<file path="config.mk">
export PLATFORM = sky130hd
export DESIGN_NAME = div_unit_flat
export DESIGN_NICKNAME = d
export VERILOG_FILES = /design/src/rtl/div_unit_if.sv /design/src/rtl/div_unit.sv /design/src/flat_wrapper.sv
export SDC_FILE = /design/constraint.sdc
export NUM_CORES = 1
export LEC_CHECK = 0
export ABC_AREA = 1
export BUFFER_PORTS_ARGS = -buffer_cell sky130_fd_sc_hd__buf_4
export CAP_MARGIN = 10
export CORE_MARGIN = 5
export CORE_UTILIZATION = 32
export DETAILED_ROUTE_END_ITERATION = 6
export GPL_TIMING_DRIVEN = 0
export PLACE_DENSITY = 0.58
export SYNTH_ARGS = -nofsm -noshare
export SYNTH_HDL_FRONTEND = slang
export SYNTH_SLANG_ARGS = --single-unit
</file>
<file path="constraint.sdc">
create_clock -name clk -period 4.7 [get_ports clk]
set_clock_uncertainty 0.05 [all_clocks]
set_input_delay 0.235 -clock clk [delete_from_list [all_inputs] [get_ports clk]]
set_output_delay 0.235 -clock clk [all_outputs]
set_load 0.1 [all_outputs]
</file>
<file path="src/rtl/div_unit_if.sv">
// rtl/div_unit_if.sv - EX-stage to divider handshake bundle
// DIV_ZERO_FLAG_EN adds the div_zero_o flag to the bundle.
interface div_unit_if #(
    parameter int WIDTH = 32
);
    logic                   signed_div_i;
    logic [WIDTH-1:0]       opdata1_i;
    logic [WIDTH-1:0]       opdata2_i;
    logic                   start_i;
    logic                   annul_i;
    logic [2*WIDTH-1:0]     result_o;
    logic                   ready_o;
    logic                   stallreq_o;
`ifdef DIV_ZERO_FLAG_EN
    logic                   div_zero_o;

    modport master (
        output signed_div_i, opdata1_i, opdata2_i, start_i, annul_i,
        input  result_o, ready_o, stallreq_o, div_zero_o
    );

    modport slave (
        input  signed_div_i, opdata1_i, opdata2_i, start_i, annul_i,
        output result_o, ready_o, stallreq_o, div_zero_o
    );
`else
    modport master (
        output signed_div_i, opdata1_i, opdata2_i, start_i, annul_i,
        input  result_o, ready_o, stallreq_o
    );

    modport slave (
        input  signed_div_i, opdata1_i, opdata2_i, start_i, annul_i,
        output result_o, ready_o, stallreq_o
    );
`endif
endinterface

</file>
<file path="src/rtl/div_unit.sv">
// rtl/div_unit.sv - multi-cycle radix-2 restoring divider with EX stall request
// Optional feature macro: DIV_ZERO_FLAG_EN (registered divide-by-zero flag).
module div_unit #(
    parameter int WIDTH = 32
) (
    input  logic      clk,
    input  logic      rst,
    div_unit_if.slave bus
);
    localparam int CW = $clog2(WIDTH + 1);

    typedef enum logic [1:0] {
        S_IDLE,
        S_BYZERO,
        S_ON,
        S_END
    } state_t;

    state_t               state_q, state_d;
    logic [CW-1:0]        cnt_q, cnt_d;
    logic [WIDTH-1:0]     dvd_q, dvd_d;
    logic [WIDTH-1:0]     dvs_q, dvs_d;
    logic [WIDTH-1:0]     rem_q, rem_d;
    logic                 quo_neg_q, quo_neg_d;
    logic                 rem_neg_q, rem_neg_d;
    logic                 ready_q, ready_d;
    logic [2*WIDTH-1:0]   result_q, result_d;
`ifdef DIV_ZERO_FLAG_EN
    logic                 div_zero_q, div_zero_d;
`endif

    logic [WIDTH:0]       rem_shift;
    logic [WIDTH:0]       diff;
    logic                 q_bit;
    logic [WIDTH-1:0]     rem_next;
    logic [WIDTH-1:0]     quo_next;
    logic                 op1_neg;
    logic                 op2_neg;

    // dvd_q starts as |dividend| and fills with quotient bits from the LSB
    // as dividend bits leave from the MSB into the partial remainder.
    always_comb begin
        rem_shift = {rem_q, dvd_q[WIDTH-1]};
        diff      = rem_shift - {1'b0, dvs_q};
        q_bit     = ~diff[WIDTH];
        rem_next  = q_bit ? diff[WIDTH-1:0] : rem_shift[WIDTH-1:0];
        quo_next  = {dvd_q[WIDTH-2:0], q_bit};
        op1_neg   = bus.signed_div_i & bus.opdata1_i[WIDTH-1];
        op2_neg   = bus.signed_div_i & bus.opdata2_i[WIDTH-1];
    end

    always_comb begin
        state_d    = state_q;
        cnt_d      = cnt_q;
        dvd_d      = dvd_q;
        dvs_d      = dvs_q;
        rem_d      = rem_q;
        quo_neg_d  = quo_neg_q;
        rem_neg_d  = rem_neg_q;
        ready_d    = ready_q;
        result_d   = result_q;
`ifdef DIV_ZERO_FLAG_EN
        div_zero_d = div_zero_q;
`endif
        case (state_q)
            S_IDLE: begin
                if (bus.start_i && !bus.annul_i) begin
                    cnt_d = '0;
                    rem_d = '0;
                    if (bus.opdata2_i == '0) begin
                        state_d = S_BYZERO;
                    end else begin
                        state_d   = S_ON;
                        dvd_d     = op1_neg ? -bus.opdata1_i : bus.opdata1_i;
                        dvs_d     = op2_neg ? -bus.opdata2_i : bus.opdata2_i;
                        quo_neg_d = op1_neg ^ op2_neg;
                        rem_neg_d = op1_neg;
                    end
                end
            end
            S_BYZERO: begin
                state_d  = S_END;
                ready_d  = 1'b1;
                result_d = '0;
`ifdef DIV_ZERO_FLAG_EN
                div_zero_d = 1'b1;
`endif
            end
            S_ON: begin
                if (bus.annul_i) begin
                    state_d = S_IDLE;
                end else begin
                    rem_d = rem_next;
                    dvd_d = quo_next;
                    cnt_d = cnt_q + CW'(1);
                    // Last quotient bit: apply the sign fix-up straight into the result.
                    if (cnt_q == CW'(WIDTH - 1)) begin
                        state_d  = S_END;
                        ready_d  = 1'b1;
                        result_d = {rem_neg_q ? -rem_next : rem_next,
                                    quo_neg_q ? -quo_next : quo_next};
                    end
                end
            end
            S_END: begin
                if (!bus.start_i) begin
                    state_d  = S_IDLE;
                    ready_d  = 1'b0;
                    result_d = '0;
`ifdef DIV_ZERO_FLAG_EN
                    div_zero_d = 1'b0;
`endif
                end
            end
            default: begin
                state_d = S_IDLE;
            end
        endcase
    end

    always_ff @(posedge clk) begin
        if (rst) begin
            state_q    <= S_IDLE;
            cnt_q      <= '0;
            dvd_q      <= '0;
            dvs_q      <= '0;
            rem_q      <= '0;
            quo_neg_q  <= 1'b0;
            rem_neg_q  <= 1'b0;
            ready_q    <= 1'b0;
            result_q   <= '0;
`ifdef DIV_ZERO_FLAG_EN
            div_zero_q <= 1'b0;
`endif
        end else begin
            state_q    <= state_d;
            cnt_q      <= cnt_d;
            dvd_q      <= dvd_d;
            dvs_q      <= dvs_d;
            rem_q      <= rem_d;
            quo_neg_q  <= quo_neg_d;
            rem_neg_q  <= rem_neg_d;
            ready_q    <= ready_d;
            result_q   <= result_d;
`ifdef DIV_ZERO_FLAG_EN
            div_zero_q <= div_zero_d;
`endif
        end
    end

    assign bus.result_o   = result_q;
    assign bus.ready_o    = ready_q;
    assign bus.stallreq_o = bus.start_i & ~ready_q & ~bus.annul_i;
`ifdef DIV_ZERO_FLAG_EN
    assign bus.div_zero_o = div_zero_q;
`endif

endmodule

</file>
<file path="src/flat_wrapper.sv">
// flat-port wrapper written by rule: the top's interface ports become plain ports
module div_unit_flat 
#(
    parameter int WIDTH = 32
)
  (clk, rst, bus_signed_div_i, bus_opdata1_i, bus_opdata2_i, bus_start_i, bus_annul_i, bus_result_o, bus_ready_o, bus_stallreq_o);
  div_unit_if #(.WIDTH(WIDTH)) bus_i ();
  input  logic clk;
  input  logic rst;
  input wire logic [$bits(bus_i.signed_div_i)-1:0] bus_signed_div_i;
  input wire logic [$bits(bus_i.opdata1_i)-1:0] bus_opdata1_i;
  input wire logic [$bits(bus_i.opdata2_i)-1:0] bus_opdata2_i;
  input wire logic [$bits(bus_i.start_i)-1:0] bus_start_i;
  input wire logic [$bits(bus_i.annul_i)-1:0] bus_annul_i;
  output wire logic [$bits(bus_i.result_o)-1:0] bus_result_o;
  output wire logic [$bits(bus_i.ready_o)-1:0] bus_ready_o;
  output wire logic [$bits(bus_i.stallreq_o)-1:0] bus_stallreq_o;
  assign bus_i.signed_div_i = bus_signed_div_i;
  assign bus_i.opdata1_i = bus_opdata1_i;
  assign bus_i.opdata2_i = bus_opdata2_i;
  assign bus_i.start_i = bus_start_i;
  assign bus_i.annul_i = bus_annul_i;
  assign bus_result_o = bus_i.result_o;
  assign bus_ready_o = bus_i.ready_o;
  assign bus_stallreq_o = bus_i.stallreq_o;
  div_unit #(.WIDTH(WIDTH)) u_core (.clk(clk), .rst(rst), .bus(bus_i));
endmodule
</file>
==> metrics.log <==
INFO  metric critical_path.max_fanout = 17
INFO  metric power.share.sequential = 35.0%
INFO  metric worst-slew-pin-transition = 0.8656 ns
INFO  metric synth-edff-count = 0
INFO  metric critPathMostFrequentCell = nand2_1
INFO  metric timing.critical_path.slowest_cell_delay = 0.44 ns
INFO  metric clock_tree.root_cell = clkbuf_16
INFO  metric final_hold_viol_count = 0
INFO  metric residual_overflow_from_global_routing = 0
INFO  metric yosys_register_bits = 171
INFO  metric detail_route.drc_violations = 0
INFO  metric final.min_clock_period = 4.293 ns
INFO  metric pin_count = 135
INFO  metric final.setup.worst_slack = 0.4068 ns
INFO  metric grt_first_pass_wirelength = 75.87 mm
INFO  metric post_drt_wl_per_cell = 16.38 um
INFO  metric floorplan.die.width = 212.8 um
INFO  metric maxCapViolations = 0
INFO  metric grt.busiest_layer = met2
INFO  metric power.combinational.fraction = 32.3%
INFO  metric p_leak = 0.007715 uW
INFO  metric seq_total_area_yosys = 26.01%
INFO  metric antenna_left = 0
INFO  metric portion_of_the_clock_cycle_consumed_by_the_worst_path_in_the_final_layout = 91.34%
INFO  metric final_max_slew_viol_count = 0
INFO  metric slew_headroom = 42.30%
INFO  metric number_of_rows_in_the_core_area = 74
INFO  metric clk_pin_slew_worst_paths = 0.07 ns
INFO  metric setup-violations-final = 0
INFO  metric critical_path.startpoint_type = register
INFO  metric post_place_cells = 2941
INFO  metric ys_dominant_reg_cell = dfxtp_1
INFO  metric critPathArrivalTime = 4.57 ns
INFO  metric grt_antenna_before_repair = 0
INFO  metric worst_skew_pair.late_latency = 0.46 ns
INFO  metric placement.io_buffers = 133
INFO  metric power_switching = 1763 uW
INFO  metric die_y_extent = 212.8 um
INFO  metric die-area = 0.04528 mm2
INFO  metric post_route_cells_drive_above_1_share = 10.41%
INFO  metric dr.pass1.iters = 5
INFO  metric cts-buffers-inserted = 17
INFO  metric core-area = 0.04074 mm2
INFO  metric hpwl = 39.94 mm
INFO  metric end_kind = register
INFO  metric grt_max_degree = 18
INFO  metric setup.worst_path.class = register to register
INFO  metric insertedDiodeCount = 0
INFO  metric ctsLongestPathBuffers = 2
INFO  metric met1_routing_resource_usage_after_global_routing = 29.18%
INFO  metric critPathSlowestCell = fa_1
INFO  metric p_per_area = 291.2 mW/mm2
INFO  metric reg2reg_slack = 0.41 ns
INFO  metric post_synth_inst_count = 2276
INFO  metric via_count_of_the_first_global_routing_pass = 13884
INFO  metric mappedNetlistArea = 0.01316 mm2
INFO  metric gp_congestion = 0.9383
INFO  metric switching_share = 39.19%
INFO  metric cpLargestDelayFamily = simple AND/OR/NAND/NOR gates
INFO  metric grtUsageTotal = 21.23%
INFO  metric vias_per_cell = 4.984
INFO  metric fmax = 0.2329 GHz
INFO  metric routed-via-count = 14812
INFO  metric groute.layer.met2.usage = 34.74%
INFO  metric worst-endpoint-required = 4.98 ns
INFO  metric yosysWarnings = 0
INFO  metric power_report.internal_total = 2736 uW
INFO  metric start_util = 32.30%
INFO  metric ir_drop = 0.2349 mV
INFO  metric asyncSetResetFlopFracSynth = 0%
INFO  metric detailedRoute.firstIterationViolations = 1345
INFO  metric syn-num-nets = 2383
INFO  metric synth_area_per_cell = 5.782 um2
INFO  metric cts_tree = built
INFO  metric outcome = completed
INFO  metric h-tree-depth = 4
INFO  metric pwr-share-clk = 32.7%
INFO  metric netlist-cell-type-count = 49
INFO  metric finalNetCount = 2534
INFO  metric totalWireLength = 48.69 mm
INFO  metric number_of_cells_in_the_finished_layout_apart_from_fillers = 2972
INFO  metric cp_num_buf_inv = 2
INFO  metric area_growth = 17.40%
INFO  metric pre_cts_ws = 0.1305 ns
INFO  metric worst_hold_path_type = primary input to register
INFO  metric grt_util_met3 = 2.953%
INFO  metric clkSinkCount = 171
final timing paths:
check / start / end / cells past startpoint
worst max-delay path: u_core.dvd_q[31] / u_core.bus.result_o[24] / 27
worst min register to register: u_core.bus.result_o[57] / u_core.bus.result_o[57] / 2
worst max register to register: u_core.dvd_q[31] / u_core.bus.result_o[24] / 27
worst min-delay path: bus_opdata2_i[19] / u_core.dvs_q[19] / 3
final cells by class:
type | instances | area (um2)
Fill cell | 4487 | 25290
Multi-Input combinational cell | 1684 | 8108
Sequential cell | 171 | 3423
Inverter | 339 | 1272
Timing Repair Buffer | 133 | 998.5
Tap cell | 532 | 665.6
Clock buffer | 19 | 452.9
Buffer | 81 | 381.6
Clock inverter | 13 | 147.6
state kept, by name, indices dropped and copies added, names as in the netlist:
signal and flops:
u_core.quo_neg_q 1, u_core.bus.result_o 64, u_core.dvd_q 32, u_core.cnt_q 6, u_core.rem_q 32, u_core.dvs_q 32
u_core.bus.ready_o 1, u_core.state_q 2, u_core.rem_neg_q 1
layout by cell type (no fill, tap or decap), types with 14 or more instances in the layout:
master     instances
o21ai_0          135
xor2_1            34
inv_1            325
nor3_1            26
nand4_1           18
clkbuf_16         17
xnor2_1           18
nand2_2           29
a31oi_1           14
buf_4            139
nand3_1          154
nand2_1          720
a21oi_1          219
clkbuf_1          60
nor2_1           192
ha_1              37
nand3b_1          14
dfxtp_1          171
routing by layer:
metal	share of wire [%]	wire, um
met5	0	0
met4	2.6	1281
met3	5.1	2505
met2	46	22170
met1	47	22730
power groups by stage:
stage	combinational, uW	sequential (uW)	clock, uW
5_1_grt	1630	1580	1560
6_report	1460	1570	1470
4_1_cts	1430	1570	1490
3_3_place_gp	1420	1600	0
3_5_place_dp	1420	1600	0
2_1_floorplan	976	1620	0
cell families (layout without fill, tap and decap cells):
family          Yosys count  in the layout  synth area share (%)
buf+inv                 421            585                 12.63
xor+xnor                 52             52                 3.461
fa+ha+maj                38             38                 3.670
compound gates          403            403                 16.11
simple gates           1191           1191                 38.13
flops                   171            171                 26.01
stage by stage:
step	hold slack, ns	setup TNS [ns]	area (um2)	util [%]	power [uW]
finish	0.04732	0	15450	37.92	4499
global route	0.05155	-0.02292	15450	37.92	4767
CTS	0.02689	0	15420	37.86	4493
detailed placement	0.4060	0	14820	36.39	3025
global placement	0.4071	0	14820	36.39	3018
floorplan	0.3459	0	13160	-	2594
synthesized netlist by cell type (all sizes together), types with 10 or more instances:
| library cell | n | area share [%] |
|---|---|---|
| xor2 | 34 | 2.3 |
| buf | 21 | 1.2 |
| o21ai | 139 | 5.3 |
| nor3 | 28 | 1.1 |
| xnor2 | 18 | 1.2 |
| nand3 | 161 | 6.4 |
| inv | 335 | 9.6 |
| o211ai | 10 | 0.57 |
| a21oi | 222 | 8.6 |
| clkbuf | 60 | 1.7 |
| nand2 | 754 | 22 |
| nand3b | 14 | 0.80 |
| nand4 | 18 | 0.86 |
| dfxtp | 171 | 26 |
| ha | 37 | 3.5 |
| nor2 | 206 | 6.2 |
| a31oi | 14 | 0.67 |
worst register-to-register path, stage by stage, from the launching register on:
cell      delay (ns)
dfxtp_1         0.32
inv_1           0.09
ha_1            0.14
inv_1           0.07
fa_1            0.44
nand2_1         0.10
nand2_1         0.06
nand3b_1        0.10
nand2_2         0.11
nand2_2         0.10
nand2_2         0.07
nand2_4         0.09
nand3_2         0.15
nand2_8         0.19
ha_1            0.22
nand3_1         0.13
nor3_2          0.26
nand3_2         0.13
nor3_4          0.17
nand4_1         0.10
nand2_1         0.12
nand2_1         0.11
a21oi_2         0.18
o21ai_2         0.13
a21oi_1         0.17
a21oi_1         0.08
o21ai_0         0.16
a21oi_1         0.11
repair_timing:
action / in CTS / in global routing
gates resized for setup: 0 / 6
setup endpoints to repair: 0 / 6
buffers inserted: 0 / 0
hold endpoints to repair: 0 / 0
hold buffers: 0 / 0
(Power assumes the default switching activity.)
